### src/rtl/ps_packet_gen_pkg.sv
// ps_packet_gen_pkg
// Shared definitions for the PacketStream packet generator: the FSM state
// encoding and the counting-payload function. Checkers can import this
// package so that they compute word data the same way the generator does.
package ps_packet_gen_pkg;

  // Generator states: waiting for a start, streaming words, idling between packets
  typedef enum logic [1:0] {
    IDLE = 2'd0,
    SEND = 2'd1,
    GAP  = 2'd2
  } state_e;

  // Word payload is packet index plus word index; the caller truncates the
  // result to the stream width, which gives the modulo wrap for free
  function automatic logic [31:0] ps_payload(input logic [15:0] p, input logic [31:0] w);
    return {16'd0, p} + w;
  endfunction

endpackage

### src/rtl/ps_packet_gen.sv
// ps_packet_gen
// Packet-level PacketStream source. After a start request it emits a
// configurable number of fixed-length packets (or runs forever), optionally
// separated by idle gap cycles. Word data is (packet index + word index).
//
// Ports:
//   clk        clock, rising edge
//   reset      asynchronous active-low reset
//   ctl_start  single-cycle start request (ignored unless idle and ctl_len != 0)
//   ctl_len    words per packet
//   ctl_gap    idle cycles between packets
//   ctl_count  packets to send, 0 = continuous
//   ctl_stop   single-cycle graceful stop request
//   ctl_busy   high whenever the generator is not idle
//   stat_pkts  number of packets whose eop word was accepted this run
//   o_dat      stream data
//   o_val      word valid
//   o_eop      last word of packet
//   o_rdy      downstream ready
module ps_packet_gen
  import ps_packet_gen_pkg::*;
#(
  parameter int WIDTH = 8,
  parameter int LENW  = 16,
  parameter int GAPW  = 8
) (
  input  logic             clk,
  input  logic             reset,
  input  logic             ctl_start,
  input  logic [LENW-1:0]  ctl_len,
  input  logic [GAPW-1:0]  ctl_gap,
  input  logic [15:0]      ctl_count,
  input  logic             ctl_stop,
  output logic             ctl_busy,
  output logic [31:0]      stat_pkts,
  output logic [WIDTH-1:0] o_dat,
  output logic             o_val,
  output logic             o_eop,
  input  logic             o_rdy
);

  state_e           state_q;
  logic [LENW-1:0]  len_q;
  logic [LENW-1:0]  w_q;
  logic [GAPW-1:0]  gap_q;
  logic [GAPW-1:0]  gapCnt_q;
  logic [15:0]      count_q;
  logic [15:0]      p_q;
  logic             stop_q;
  logic [31:0]      pkts_q;
  logic [WIDTH-1:0] dat_q;
  logic             val_q;
  logic             eop_q;

  logic [LENW-1:0]  wNext_d;
  logic [15:0]      pNext_d;
  logic             stopSet_d;
  logic             done_d;
  logic             wNextLast_d;
  logic             firstLast_d;

  // Next-index helpers and the end-of-run decision shared by SEND and GAP.
  // A stop arriving in the same cycle as the eop acceptance counts as pending.
  always_comb begin
    wNext_d     = w_q + LENW'(1);
    pNext_d     = p_q + 16'd1;
    stopSet_d   = stop_q | ctl_stop;
    done_d      = stopSet_d | ((count_q != 16'd0) && (pNext_d == count_q));
    wNextLast_d = (wNext_d == (len_q - LENW'(1)));
    firstLast_d = (len_q == LENW'(1));
  end

  // Single FSM with registered outputs. The output word register only
  // advances when it is empty or being accepted, so data and eop hold
  // under backpressure.
  always_ff @(posedge clk or negedge reset) begin
    if (!reset) begin
      state_q  <= IDLE;
      len_q    <= '0;
      w_q      <= '0;
      gap_q    <= '0;
      gapCnt_q <= '0;
      count_q  <= '0;
      p_q      <= '0;
      stop_q   <= 1'b0;
      pkts_q   <= '0;
      dat_q    <= '0;
      val_q    <= 1'b0;
      eop_q    <= 1'b0;
    end else begin
      case (state_q)
        IDLE: begin
          if (ctl_start && (ctl_len != '0)) begin
            len_q   <= ctl_len;
            gap_q   <= ctl_gap;
            count_q <= ctl_count;
            pkts_q  <= '0;
            p_q     <= '0;
            w_q     <= '0;
            stop_q  <= 1'b0;
            val_q   <= 1'b1;
            dat_q   <= '0;
            eop_q   <= (ctl_len == LENW'(1));
            state_q <= SEND;
          end
        end

        SEND: begin
          if (ctl_stop) begin
            stop_q <= 1'b1;
          end
          if (o_rdy) begin
            if (!eop_q) begin
              w_q   <= wNext_d;
              dat_q <= WIDTH'(ps_payload(p_q, 32'(wNext_d)));
              eop_q <= wNextLast_d;
            end else begin
              pkts_q <= pkts_q + 32'd1;
              p_q    <= pNext_d;
              w_q    <= '0;
              if (done_d) begin
                state_q <= IDLE;
                val_q   <= 1'b0;
                eop_q   <= 1'b0;
                stop_q  <= 1'b0;
              end else if (gap_q == '0) begin
                dat_q <= WIDTH'(ps_payload(pNext_d, 32'd0));
                eop_q <= firstLast_d;
              end else begin
                state_q  <= GAP;
                val_q    <= 1'b0;
                eop_q    <= 1'b0;
                gapCnt_q <= gap_q;
              end
            end
          end
        end

        GAP: begin
          if (stopSet_d) begin
            state_q <= IDLE;
            stop_q  <= 1'b0;
          end else if (gapCnt_q == GAPW'(1)) begin
            state_q <= SEND;
            val_q   <= 1'b1;
            dat_q   <= WIDTH'(ps_payload(p_q, 32'd0));
            eop_q   <= firstLast_d;
          end else begin
            gapCnt_q <= gapCnt_q - GAPW'(1);
          end
        end

        default: begin
          state_q <= IDLE;
        end
      endcase
    end
  end

  assign ctl_busy  = (state_q != IDLE);
  assign stat_pkts = pkts_q;
  assign o_dat     = dat_q;
  assign o_val     = val_q;
  assign o_eop     = eop_q;

endmodule

### config.mk
export PLATFORM = sky130hd
export DESIGN_NAME = ps_packet_gen
export DESIGN_NICKNAME = d
export VERILOG_FILES = /design/src/rtl/ps_packet_gen_pkg.sv /design/src/rtl/ps_packet_gen.sv
export SDC_FILE = /design/constraint.sdc
export NUM_CORES = 1
export LEC_CHECK = 0
export CAP_MARGIN = 20
export CORE_MARGIN = 2
export CORE_UTILIZATION = 53
export CTS_BUF_LIST = sky130_fd_sc_hd__clkbuf_8
export CTS_CLUSTER_SIZE = 40
export DETAILED_ROUTE_END_ITERATION = 8
export PLACE_DENSITY = 0.78
export SLEW_MARGIN = 10
export SYNTH_ARGS = -nofsm -noshare
export SYNTH_HDL_FRONTEND = slang
export SYNTH_SLANG_ARGS = --single-unit
### constraint.sdc
create_clock -name clk -period 3.05 [get_ports clk]
set_clock_uncertainty 0.05 [all_clocks]
set_input_delay 0.4575 -clock clk [delete_from_list [all_inputs] [get_ports clk]]
set_output_delay 0.4575 -clock clk [all_outputs]
set_load 0.05 [all_outputs]
; Word level (Yosys, flattened, before mapping)
; Index checks and enable logic that the tools add are counted.
[totals]
ff_bits = 125
out_inout_bits = 43
wordCells = 116
[op_classes]
add_sub_neg = 6
eq_ne = 20
mux = 57
bitwise = 2
reduce_logical = 19
[op_table]
columns = op, count
row1 = $mux 8, 13
row2 = $mux 32, 3
row3 = $mux 16, 5
row4 = $pmux 16 s2, 2
row5 = $pmux 32 s2, 1
row6 = $add 16x1->16 const B, 2
row7 = $add 32x1->32 const B, 1
row8 = $eq 16x1->1 const B, 2
row9 = $eq 16x16->1, 2
row10 = $reduce_bool 16->1, 2
row11 = $pmux 8 s3, 1
row12 = $reduce_and 7->1, 3
row13 = $mux 1, 20
row14 = $ne 2x2->1 const B, 9
row15 = $pmux 8 s2, 1
row16 = $sub 16x1->16 const B, 1
row17 = $mux 2, 7
row18 = $ne 3x3->1 const B, 4
row19 = $reduce_and 5->1, 2
row20 = $pmux 1 s3, 3
row21 = $add 8x8->8, 1
row22 = $eq 8x1->1 const B, 1
row23 = $logic_not 8->1, 1
row24 = $sub 8x1->8 const B, 1
row25 = other kinds (11), 16

; Depth between registers and ports, before layout
; Gate-level depths: netlist (run 1).
[logic_depth]
depth_word = 8
depth_mapped = 13
ltp_nobuf = 13

; Worst setup path before layout (run 1)
; OpenSTA, ideal clock, no wires.
[synth_path]
kind = register to register
from = register p_q[1]
to = register dat_q[0] (netlist: o_dat[0])
arrival_time_ns = 2.698
slack_ns = 0.177
stages_incl_launch_ff = 14
path_buffers = 3
synth_period_minus_slack_ns = 2.873
path_cell_list = dfrtp_1 -> ha_1 -> buf_6 -> nand3_1 -> buf_4 -> nor3_1 -> a2111oi_1 -> o2111ai_1 -> a2111o_1 -> nand3_2 -> a21boi_1 -> o21a_1 -> buf_6 -> mux2_4
[synth_between]
elab_chain_len = 6
[synth_rtl]
columns = item, line_no
row1 = from (decl), ps_packet_gen.sv:48  ; logic [15:0] p_q;
row2 = from (signal assigned), ps_packet_gen.sv:119  ; p_q <= pNext_d;
row3 = $add 16x1->16, ps_packet_gen.sv:66  ; pNext_d = p_q + 16'd1;
row4 = $eq 16x16->1, ps_packet_gen.sv:68  ; done_d = stopSet_d | ((count_q != 16'd0) && (pNext_d == count_q));
row5 = $logic_and 1x1->1, ps_packet_gen.sv:68
row6 = $or 1x1->1, ps_packet_gen.sv:68
row7 = $ne 3x3->1 (no line), -
row8 = $reduce_and 7->1 (no line), -
row9 = to (signal assigned), ps_packet_gen.sv:115  ; dat_q <= WIDTH'(ps_payload(p_q, 32'(wNext_d)));
row10 = to (signal assigned), ps_packet_gen.sv:127  ; dat_q <= WIDTH'(ps_payload(pNext_d, 32'd0));
row11 = to (signal assigned), ps_packet_gen.sv:146  ; dat_q <= WIDTH'(ps_payload(p_q, 32'd0));
row12 = to (decl), ps_packet_gen.sv:51  ; logic [WIDTH-1:0] dat_q;
; No other way between the ends.
; A chain may end at the register's enable or synchronous reset.

; Final worst setup path (run 1)
[layout_path]
from = register p_q[10]
to = register dat_q[5] (netlist: o_dat[5])
; Same word-level chain as after synthesis.

==> impl_metrics.yaml, run 1 <==
synthesis:
  postSynthNetCount: 909
  postSynthRegisterBits: 125
  postSynthCellCount: 845
  synth_area_sq_mm: 0.00785
  syn_avg_cell_area_sq_um: 9.29
  sequential_element_share_of_the_synthesized_area: 0.398
  count_of_flip_flops_with_a_built_in_enable_after_synthesis: 0
  synth_async_sr_flop_share: 1.00
  synthFlopType: "sky130_fd_sc_hd__dfrtp_1"
  yosysWarnings: 0
  synth.lib_cells_used.distinct: 71
sta:
  worst_slew_pin_slew_ns: 0.656
  final_max_slew_viol_count: 0
  period_needed_ns: 2.96
  timing.final.setup_violations: 0
  max_freq_mhz: 338
  fin_crit_sh: 0.970
  timing.slew.headroom: 0.563
  finalHoldViolations: 0
  final.setup.worst_slack_ns: 0.0916
grt:
  global_route.overflow_total: 0
  grt_start_max_net_pins: 126
  first_global_vias: 6456
  grt_antenna_before_repair: 0
  grt_first_pass_wirelength_mm: 31.7
  gr-usage-all-layers: 0.246
place:
  placement.io_buffers: 87
  gp_routability_congestion: 0.875
  place_ws_ns: -0.0620
  dp.final_hpwl_mm: 13.3
  placed_area_sq_mm: 0.00916
  dpl.cell_count: 1117
worst_setup_path:
  path_class: "flip-flop to flip-flop"
  critPathArrivalTime_ns: 3.25
  crit_path_end_kind: "flip-flop"
  critical_path.n_buffers_inverters: 2
  critical-path-max-stage-delay_ns: 0.48
  cp_data_required_time_ns: 3.34
  critical_path.cell_chain: "nand4_1, buf_4, o31a_1, nor3_1, o21bai_1, a2111o_1, nand3_2, a21boi_1, o21a_1, buf_12, mux2_4"
  setup.worst_path.start_class: "flip-flop"
  critical_path.top_delay_family: "compound AO/OA/AOI/OAI gates"
  critical_path_peak_fanout: 8
  worst_path_max_delay_cell: "sky130_fd_sc_hd__dfrtp_1"
layout:
  antenna_cells: 0
  multi_input_logic_area_sq_mm: 0.00444
  fillCellCount: 1134
  layout_cell_share_with_drive_strength_beyond_1: 0.174
  fin_area_sq_mm: 0.00974
  layout.area.seq_sq_mm: 0.00313
  finalNetCount: 1025
  area_growth_pct: 24.0
  final_non_filler_cells: 1156
cts:
  ctsHtreeMaxLevel: 4
  cts_buffer_depth: 2
  numClockSinks: 125
  worstSkewPairLatency_ns: 0.45
  clk_pin_slew_worst_paths_ns: 0.08
  hold_buffers: 0
  cts_inserted_buffers: 17
  cts_root_buffer: "sky130_fd_sc_hd__clkbuf_8"
  cts_tree: "built"
drt:
  drt_first_iter_violations: 517
  dr_vias: 6704
  routedLengthMet1_mm: 8.59
  avgViaCountPerCell: 5.80
  top_layer_used: "met4"
  drt_pass_1_iters: 5
  wl_per_cell_um: 16.6
  routed-wl-met3_mm: 1.09
  detail_route.drc_violations: 0
  ant_nets: 0
  detailroute.wirelength.met2_mm: 9.17
  drt-total-wl_mm: 19.2
power_and_ir_drop:
  peakVddDrop_mv: 0.629
  pwr-share-clk: 0.227
  comb_power_share: 0.426
  power.static_leakage_uw: 0.00409
  power.sequential.fraction: 0.347
  switching_power_summed_over_all_nets_uw: 2820
  power.internal_uw: 4480
  finalPower_uw: 7300
  p_per_area_mw_per_mm2: 749
  swShare: 0.386
floorplan:
  placeableCoreArea_sq_mm: 0.0145
  die_h_um: 126
  floorplan.initialDensity: 0.542
  fp.dieW_um: 126
  die_area_sq_mm: 0.0158
  core.rowCount: 44
  top_level_ports: 88
worst_hold_path:
  hold_path_class: "input port to async pin"
run:
  max_cap_violations: 0
outcome:
  outcome: "completed"
final timing paths:
path | start | end | slack, ns | cells after the start
setup / recovery | p_q[10] | o_dat[5] | 0.09 | 11
hold / removal | reset | p_q[11] | 0.08 | 2
setup reg to reg | p_q[10] | o_dat[5] | 0.09 | 11
hold reg to reg | o_dat[6] | o_dat[6] | 0.47 | 1
max in group asynchronous | reset | p_q[3] | 2.40 | 2
min in group clk | o_dat[6] | o_dat[6] | 0.47 | 1
final cells by class:
type | instances | area share
clock buffer | 23 | 0.0325
clock inverter | 7 | 0.0137
inverter | 24 | 0.00925
multi-input combinational | 645 | 0.456
sequential | 125 | 0.321
tap | 184 | 0.0236
timing repair buffer | 148 | 0.143
state kept, by name (all words and copies together) (netlist names):
register / cells
gap_q: 8
stat_pkts: 32
stop_q: 1
state_q: 2
o_eop: 1
o_val: 1
len_q: 16
gapCnt_q: 8
o_dat: 8
count_q: 16
w_q: 16
p_q: 16
kinds of logic (layout without fill, tap and decap cells):
group / after synthesis / count (layout) / synth area share
AOI/OAI and AO/OA: 149 / 149 / 0.126
xor gates and xnor gates: 93 / 93 / 0.106
adders and majority gates: 19 / 19 / 0.0312
buffers and inverters: 75 / 202 / 0.0445
DFF: 125 / 125 / 0.398
muxes: 59 / 59 / 0.0870
and+or+nand+nor: 325 / 325 / 0.208
layout by cell type, fill, tap and decap left out, types with 12 or more instances in the layout:
master,count
sky130_fd_sc_hd__o21ai_0,41
sky130_fd_sc_hd__inv_1,24
sky130_fd_sc_hd__and3_1,12
sky130_fd_sc_hd__dfrtp_1,123
sky130_fd_sc_hd__mux2_2,42
sky130_fd_sc_hd__ha_1,17
sky130_fd_sc_hd__clkbuf_8,23
sky130_fd_sc_hd__clkdlybuf4s50_1,86
sky130_fd_sc_hd__xnor2_1,48
sky130_fd_sc_hd__xor2_1,43
sky130_fd_sc_hd__nand2_1,74
sky130_fd_sc_hd__nor2_1,69
sky130_fd_sc_hd__nand4_1,19
sky130_fd_sc_hd__nor4_1,15
sky130_fd_sc_hd__a21oi_1,35
sky130_fd_sc_hd__nand3_1,47
sky130_fd_sc_hd__buf_4,56
sky130_fd_sc_hd__nor3_1,26
routing by layer:
layer / GRT usage / up-vias
met4: 0.0791 / 0
met3: 0.0489 / 26
met2: 0.397 / 217
met5: 0 / -
met1: 0.337 / 3214
li1: - / 3247
power groups by stage:
stage,clock network [uW],registers (uW),logic [uW]
final,1660,2530,3110
after detailed placement,0,2550,3020
after global placement,0,2530,2960
after floorplan,0,2520,2050
after global routing,1750,2600,3410
after CTS,1680,2530,3060
cells in the mapped netlist, types with 7 or more instances:
cell                       number  area, sq um
sky130_fd_sc_hd__nor2b_1        9         56.3
sky130_fd_sc_hd__dfrtp_1      125         3130
sky130_fd_sc_hd__and4_1         9         78.8
sky130_fd_sc_hd__nor2_1        72          270
sky130_fd_sc_hd__or3_1          9         56.3
sky130_fd_sc_hd__inv_1         23         86.3
sky130_fd_sc_hd__nand3_1       48          240
sky130_fd_sc_hd__clkbuf_1      28          105
sky130_fd_sc_hd__a22o_1         9         78.8
sky130_fd_sc_hd__o31ai_1       11         82.6
sky130_fd_sc_hd__a21oi_1       35          175
sky130_fd_sc_hd__mux2_4         8          120
sky130_fd_sc_hd__nand2b_1       8         50.1
sky130_fd_sc_hd__mux2_2        42          473
sky130_fd_sc_hd__ha_1          18          225
sky130_fd_sc_hd__nand4_1       19          119
sky130_fd_sc_hd__nor4_1        16          100
sky130_fd_sc_hd__mux2i_1        9         90.1
sky130_fd_sc_hd__nor3_1        26          130
sky130_fd_sc_hd__nand2_1       76          285
sky130_fd_sc_hd__and3_1        12         75.1
sky130_fd_sc_hd__xnor2_1       48          420
sky130_fd_sc_hd__a31oi_1        7         43.8
sky130_fd_sc_hd__buf_2          8         40.0
sky130_fd_sc_hd__xor2_1        43          377
sky130_fd_sc_hd__o21ai_0       41          205
per-stage QoR:
| stage | utilization | hold WS (ns) | TNS (ns) |
|---|---|---|---|
| 2_1_floorplan | - | 0.112 | 0 |
| 3_3_place_gp | 0.631 | 0.449 | 0 |
| 3_5_place_dp | 0.632 | 0.446 | -0.180 |
| 4_1_cts | 0.665 | 0.0952 | 0 |
| 5_1_grt | 0.673 | 0.130 | -0.0995 |
| 6_report | 0.673 | 0.0787 | 0 |
timing repair:
item                                   4_1_cts  5_1_grt
setup buffers                                0        9
pin swaps                                    1        4
setup endpoints to repair                   15       20
resized for setup                            3       14
endpoints found under the hold margin        0        0
(Power assumes the default switching activity.)
==> run 2, diff against run 1 <==
--- a/config.mk
+++ b/config.mk
@@ -12,6 +12,7 @@
 export CTS_CLUSTER_SIZE = 40
 export DETAILED_ROUTE_END_ITERATION = 8
 export PLACE_DENSITY = 0.78
+export SETUP_SLACK_MARGIN = 0.05
 export SLEW_MARGIN = 10
 export SYNTH_ARGS = -nofsm -noshare
 export SYNTH_HDL_FRONTEND = slang
==> constraint.sdc (replaced) <==
create_clock -name clk -period 3.05 [get_ports clk]
set_clock_uncertainty 0.05 [all_clocks]
set_input_delay 0.4575 -clock clk [delete_from_list [all_inputs] [get_ports clk]]
set_output_delay 0.4575 -clock clk [all_outputs]
set_load 0.005 [all_outputs]
==> run 2 against run 1 <==
Final area rose by 0.45%. Clock power barely moved. Core utilization rose by 0.30 points. Hold slack got worse by 0.0017 ns. Worst setup slack got worse by 0.029 ns. Count of clock-buffer cells in the layout did not move. Sequential share of layout area fell by 0.11 points. Via count rose by 0.55%. Global-route usage did not move. Critical endpoint unchanged. Largest cell class unchanged. Largest power group unchanged. Highest routed layer unchanged.
==> impl_metrics.yaml, run 2 (synthesis results as in run 1) <==
sta:
  final.setup.worst_slack_ns: 0.0626
  timing.slew.headroom: 0.563
  final_max_slew_viol_count: 0
  rsz0062_at_grt: "true"
  hold_ws_ns: 0.0770
  period_needed_ns: 2.99
  fin_crit_sh: 0.979
  worst_slew_pin_slew_ns: 0.655
  timing.setup.tns_ns: 0
  max_freq_mhz: 335
  finalHoldViolations: 0
  timing.final.setup_violations: 0
cts:
  cts_inserted_buffers: 17
  cts_buffer_depth: 2
  cts_root_buffer: "sky130_fd_sc_hd__clkbuf_8"
  ctsHtreeMaxLevel: 4
  hold_buffers: 0
  worstSkewPairLatency_ns: 0.45
  clk_pin_slew_worst_paths_ns: 0.08
  numClockSinks: 125
  cts_tree: "built"
layout:
  area_growth_pct: 24.6
  fillCellCount: 1133
  layout_cell_share_with_drive_strength_beyond_1: 0.179
  finalNetCount: 1027
  fin_area_sq_mm: 0.00978
  mostFrequentLayoutCells: "sky130_fd_sc_hd__dfrtp_1, sky130_fd_sc_hd__clkdlybuf4s50_1, sky130_fd_sc_hd__nand2_1"
  largest_reg_flops: 32
  layout_commonest_cell: "sky130_fd_sc_hd__dfrtp_1"
  antenna_cells: 0
worst_setup_path:
  critical_path.top_delay_family: "compound AO/OA/AOI/OAI gates"
  critPathArrivalTime_ns: 3.28
  cp_data_required_time_ns: 3.34
  critical_path.cell_chain: "buf_6, nand4_4, o21ai_0, a21o_1, o2111ai_1, a2111o_1, nand3_2, a21boi_1, o21a_1, buf_12, mux2_4"
  path_class: "flip-flop to flip-flop"
  setup.worst_path.start_class: "flip-flop"
  critical_path_peak_fanout: 8
  worst_path_max_delay_cell: "sky130_fd_sc_hd__a2111o_1"
  crit_path_end_kind: "flip-flop"
  critical-path-max-stage-delay_ns: 0.50
  critical_path.n_buffers_inverters: 2
power_and_ir_drop:
  pwr-share-clk: 0.231
  peakVddDrop_mv: 0.625
  power.sequential.fraction: 0.354
  swShare: 0.373
  power.internal_uw: 4490
  p_per_area_mw_per_mm2: 732
  power.static_leakage_uw: 0.00410
  comb_power_share: 0.415
  finalPower_uw: 7170
  switching_power_summed_over_all_nets_uw: 2670
drt:
  avgViaCountPerCell: 5.82
  detail_route.drc_violations: 0
  drt-total-wl_mm: 19.3
  drt_first_iter_violations: 510
  wl_per_cell_um: 16.7
  drt_pass_1_iters: 5
  ant_nets: 0
  dr_vias: 6741
place:
  place_ws_ns: -0.0620
  dp.final_hpwl_mm: 13.3
  placed_area_sq_mm: 0.00916
  placement.io_buffers: 87
  gp_routability_congestion: 0.875
floorplan:
  fp.dieW_um: 126
  floorplan.initialDensity: 0.542
  placeableCoreArea_sq_mm: 0.0145
  core.rowCount: 44
  die_area_sq_mm: 0.0158
  die_h_um: 126
  top_level_ports: 88
grt:
  grt_first_pass_wirelength_mm: 31.7
  global_route.overflow_total: 0
  first_global_vias: 6456
  grt_antenna_before_repair: 0
  grt_start_max_net_pins: 126
  gr-usage-all-layers: 0.246
outcome:
  outcome: "completed"
run:
  max_cap_violations: 0
worst_hold_path:
  hold_path_class: "input port to async pin"
run 2: what timing repair did:
action                                 4_1_cts  5_1_grt
resized for setup                            4       21
buffers inserted                             0       11
pin swaps                                    1       11
cloned                                       0        0
setup endpoints to repair                   19       20
endpoints found under the hold margin        0        0
run 2: per-stage QoR:
stage,std cells,utilization
final,1158,0.676
after floorplan,845,-
after CTS,1147,0.665
after detailed placement,1117,0.632
after global routing,1158,0.676
after global placement,1116,0.631
run 2: layer usage:
metal	wire [um]	vias to the layer above	GRT usage
li1	-	3259	-
met2	9200	217	0.397
met5	0	-	0
met4	380	0	0.0791
met3	1060	32	0.0489
met1	8660	3233	0.337
run 2: power by group through the flow:
stage	Sequential (uW)	Clock, uW	Combinational [uW]
after floorplan	2400	0	2030
after global placement	2530	0	2810
after detailed placement	2550	0	2880
after CTS	2530	1680	2920
after global routing	2610	1750	3270
final	2540	1660	2970
run 2: final timing paths:
| path | startpoint | end | slack (ns) | cells past startpoint |
|---|---|---|---|---|
| worst min-delay path | reset | p_q[8] | 0.08 | 2 |
| worst max-delay path | p_q[1] | o_dat[5] | 0.06 | 11 |
| min in group clk | o_dat[6] | o_dat[6] | 0.46 | 1 |
| max in group asynchronous | reset | p_q[3] | 2.40 | 2 |
| worst max register to register | p_q[1] | o_dat[5] | 0.06 | 11 |
| worst min register to register | o_dat[6] | o_dat[6] | 0.46 | 1 |
run 2: cell type report:
cell class / instances / area, sq um / share of cell area
Multi-Input combinational cell: 645 / 4450 / 0.455
Sequential cell: 125 / 3130 / 0.320
Timing Repair Buffer: 150 / 1430 / 0.146
Clock buffer: 23 / 317 / 0.0324
Tap cell: 184 / 230 / 0.0235
Clock inverter: 7 / 134 / 0.0137
Inverter: 24 / 90.1 / 0.00921
==> run 3, diff against run 2 <==
--- a/config.mk
+++ b/config.mk
@@ -11,6 +11,7 @@
 export CTS_BUF_LIST = sky130_fd_sc_hd__clkbuf_8
 export CTS_CLUSTER_SIZE = 40
 export DETAILED_ROUTE_END_ITERATION = 8
+export GPL_TIMING_DRIVEN = 0
 export PLACE_DENSITY = 0.78
 export SETUP_SLACK_MARGIN = 0.05
 export SLEW_MARGIN = 10
==> run 3 against run 2 <==
The flow now finishes with violations (negative setup slack). Critical path depth grew 1. Clock power shrank 4%. Non-clock buffer count grew 5. Maximum frequency shrank 2.1%. Die area is the same. Sequential power is essentially flat. Global-route usage grew 0.56 points. Cell count grew 0.60%.
==> impl_metrics.yaml, run 3 (synthesis results as in run 1) <==
run:
  max_cap_violations: 0
drt:
  routedLengthMet1_mm: 8.72
  drt-total-wl_mm: 19.8
  dr_vias: 6840
  detailroute.wirelength.met2_mm: 9.50
  routed-wl-met3_mm: 1.30
  drt_first_iter_violations: 514
  drt_pass_1_iters: 8
  detail_route.drc_violations: 0
  avgViaCountPerCell: 5.87
  ant_nets: 0
  wl_per_cell_um: 17.0
  top_layer_used: "met4"
grt:
  first_global_vias: 6502
  gr-usage-all-layers: 0.252
  grt_start_max_net_pins: 87
  global_route.overflow_total: 0
  grt_first_pass_wirelength_mm: 32.4
  grt_antenna_before_repair: 0
worst_setup_path:
  critPathArrivalTime_ns: 3.34
  worst_path_max_delay_cell: "sky130_fd_sc_hd__a2111o_1"
  cp_data_required_time_ns: 3.34
  setup.worst_path.start_class: "flip-flop"
  critical_path_peak_fanout: 8
  crit_path_end_kind: "flip-flop"
  cpMostUsedCell: "sky130_fd_sc_hd__buf_6"
  critical-path-max-stage-delay_ns: 0.46
  critical_path.cell_chain: "ha_4, buf_6, nand4b_1, or3_1, a21oi_1, o311ai_0, a2111o_1, nand3_2, a21boi_2, o21a_1, buf_6, mux2_4"
  path_class: "flip-flop to flip-flop"
floorplan:
  core.rowCount: 44
  top_level_ports: 88
  placeableCoreArea_sq_mm: 0.0145
  floorplan.initialDensity: 0.542
  die_h_um: 126
  die_area_sq_mm: 0.0158
  fp.dieW_um: 126
sta:
  timing.setup.tns_ns: -0.00270
  timing.slew.headroom: 0.561
  final_max_slew_viol_count: 0
  finalHoldViolations: 0
  hold_ws_ns: 0.425
  rsz0062_at_grt: "true"
  timing.final.setup_violations: 1
  max_freq_mhz: 328
  worst_slew_pin_slew_ns: 0.659
  fin_crit_sh: 1.00
  period_needed_ns: 3.05
  final.setup.worst_slack_ns: -0.00270
worst_hold_path:
  hold_path_class: "input port to async pin"
layout:
  final_non_filler_cells: 1165
  mostFrequentLayoutCells: "sky130_fd_sc_hd__dfrtp_1, sky130_fd_sc_hd__clkdlybuf4s50_1, sky130_fd_sc_hd__nand2_1"
  finalNetCount: 1032
  layout_commonest_cell: "sky130_fd_sc_hd__dfrtp_1"
  layout_cell_share_with_drive_strength_beyond_1: 0.171
  area_growth_pct: 24.5
  antenna_cells: 0
  largest_reg_flops: 32
  fin_area_sq_mm: 0.00978
cts:
  cts_tree: "built"
  cts_buffer_depth: 2
  cts_inserted_buffers: 17
  numClockSinks: 125
  cts_root_buffer: "sky130_fd_sc_hd__clkbuf_8"
  ctsHtreeMaxLevel: 4
  clk_pin_slew_worst_paths_ns: 0.08
  worstSkewPairLatency_ns: 0.45
power_and_ir_drop:
  power.static_leakage_uw: 0.00402
  p_per_area_mw_per_mm2: 723
  pwr-share-clk: 0.225
  power.internal_uw: 4240
  swShare: 0.400
  finalPower_uw: 7070
  comb_power_share: 0.419
  switching_power_summed_over_all_nets_uw: 2820
  peakVddDrop_mv: 0.534
  power.sequential.fraction: 0.356
place:
  placed_area_sq_mm: 0.00898
  gp_routability_congestion: 0.847
  dpl.cell_count: 1117
  placement.io_buffers: 87
  dp.final_hpwl_mm: 13.5
outcome:
  violations: "negative setup slack"
  outcome: "complete, but fails checks"
run 3: changes by cell type in the layout (fill, tap and decap cells not counted), sizes merged:
cell	previous run	this run
clkbuf	23	48
dlygate4sd3	0	1
bufinv	4	3
clkinv	3	5
clkinvlp	0	3
buf	64	41
run 3: worst paths after layout:
| kind | start | end | slack [ns] | depth (start not counted) |
|---|---|---|---|---|
| max | p_q[0] | o_dat[2] | -0.003 | 12 |
| min | reset | count_q[8] | 0.43 | 2 |
| max reg2reg | p_q[0] | o_dat[2] | -0.003 | 12 |
| min reg2reg | o_dat[2] | o_dat[2] | 0.47 | 1 |
| max in group asynchronous | reset | p_q[2] | 1.74 | 3 |
| min in group clk | o_dat[2] | o_dat[2] | 0.47 | 1 |
run 3: area by class of cell:
class	count	area, sq um
fillers	1138	4700
multi-input cells	645	4570
flip-flops and latches	125	3130
repair buffers	107	1050
clock buffers	21	289
plain buffers	48	275
well taps	184	230
clock inverters	11	140
inverters	24	90.1
run 3: metrics by stage:
step,setup slack [ns],utilization
2_1_floorplan,0.177,-
3_3_place_gp,-3.55,0.618
3_5_place_dp,-0.509,0.620
4_1_cts,0.0546,0.656
5_1_grt,-0.0435,0.675
6_report,-0.00270,0.675
run 3: power by group through the flow:
stage | clock [uW] | combinational [uW] | sequential, uW
finish | 1590 | 2960 | 2520
global route | 1670 | 3250 | 2580
CTS | 1610 | 2830 | 2490
detailed placement | 0 | 2750 | 2530
global placement | 0 | 2700 | 2510
floorplan | 0 | 2030 | 2400
run 3: what timing repair did:
action | CTS | global route
pin swaps | 4 | 14
endpoints found under the setup margin | 47 | 68
gates resized for setup | 14 | 42
endpoints found under the hold margin | 39 | 0
buffers inserted | 4 | 12
gates cloned | 1 | 1
hold buffers | 1 | 0
run 3: routing by layer:
metal	vias up	track usage
met5	-	0
met4	0	0.0752
met3	27	0.0510
met2	267	0.402
met1	3271	0.350
li1	3275	-
run 3: worst max-delay path: cells and delay by family, from the launching register on:
kind                       cells  cell delay (ns)
AOI/OAI and AO/OA              5             1.07
and+or+nand+nor                3             0.65
DFF                            1             0.42
muxes                          1             0.30
buffers and inverters          2             0.28
adders and majority gates      1             0.16
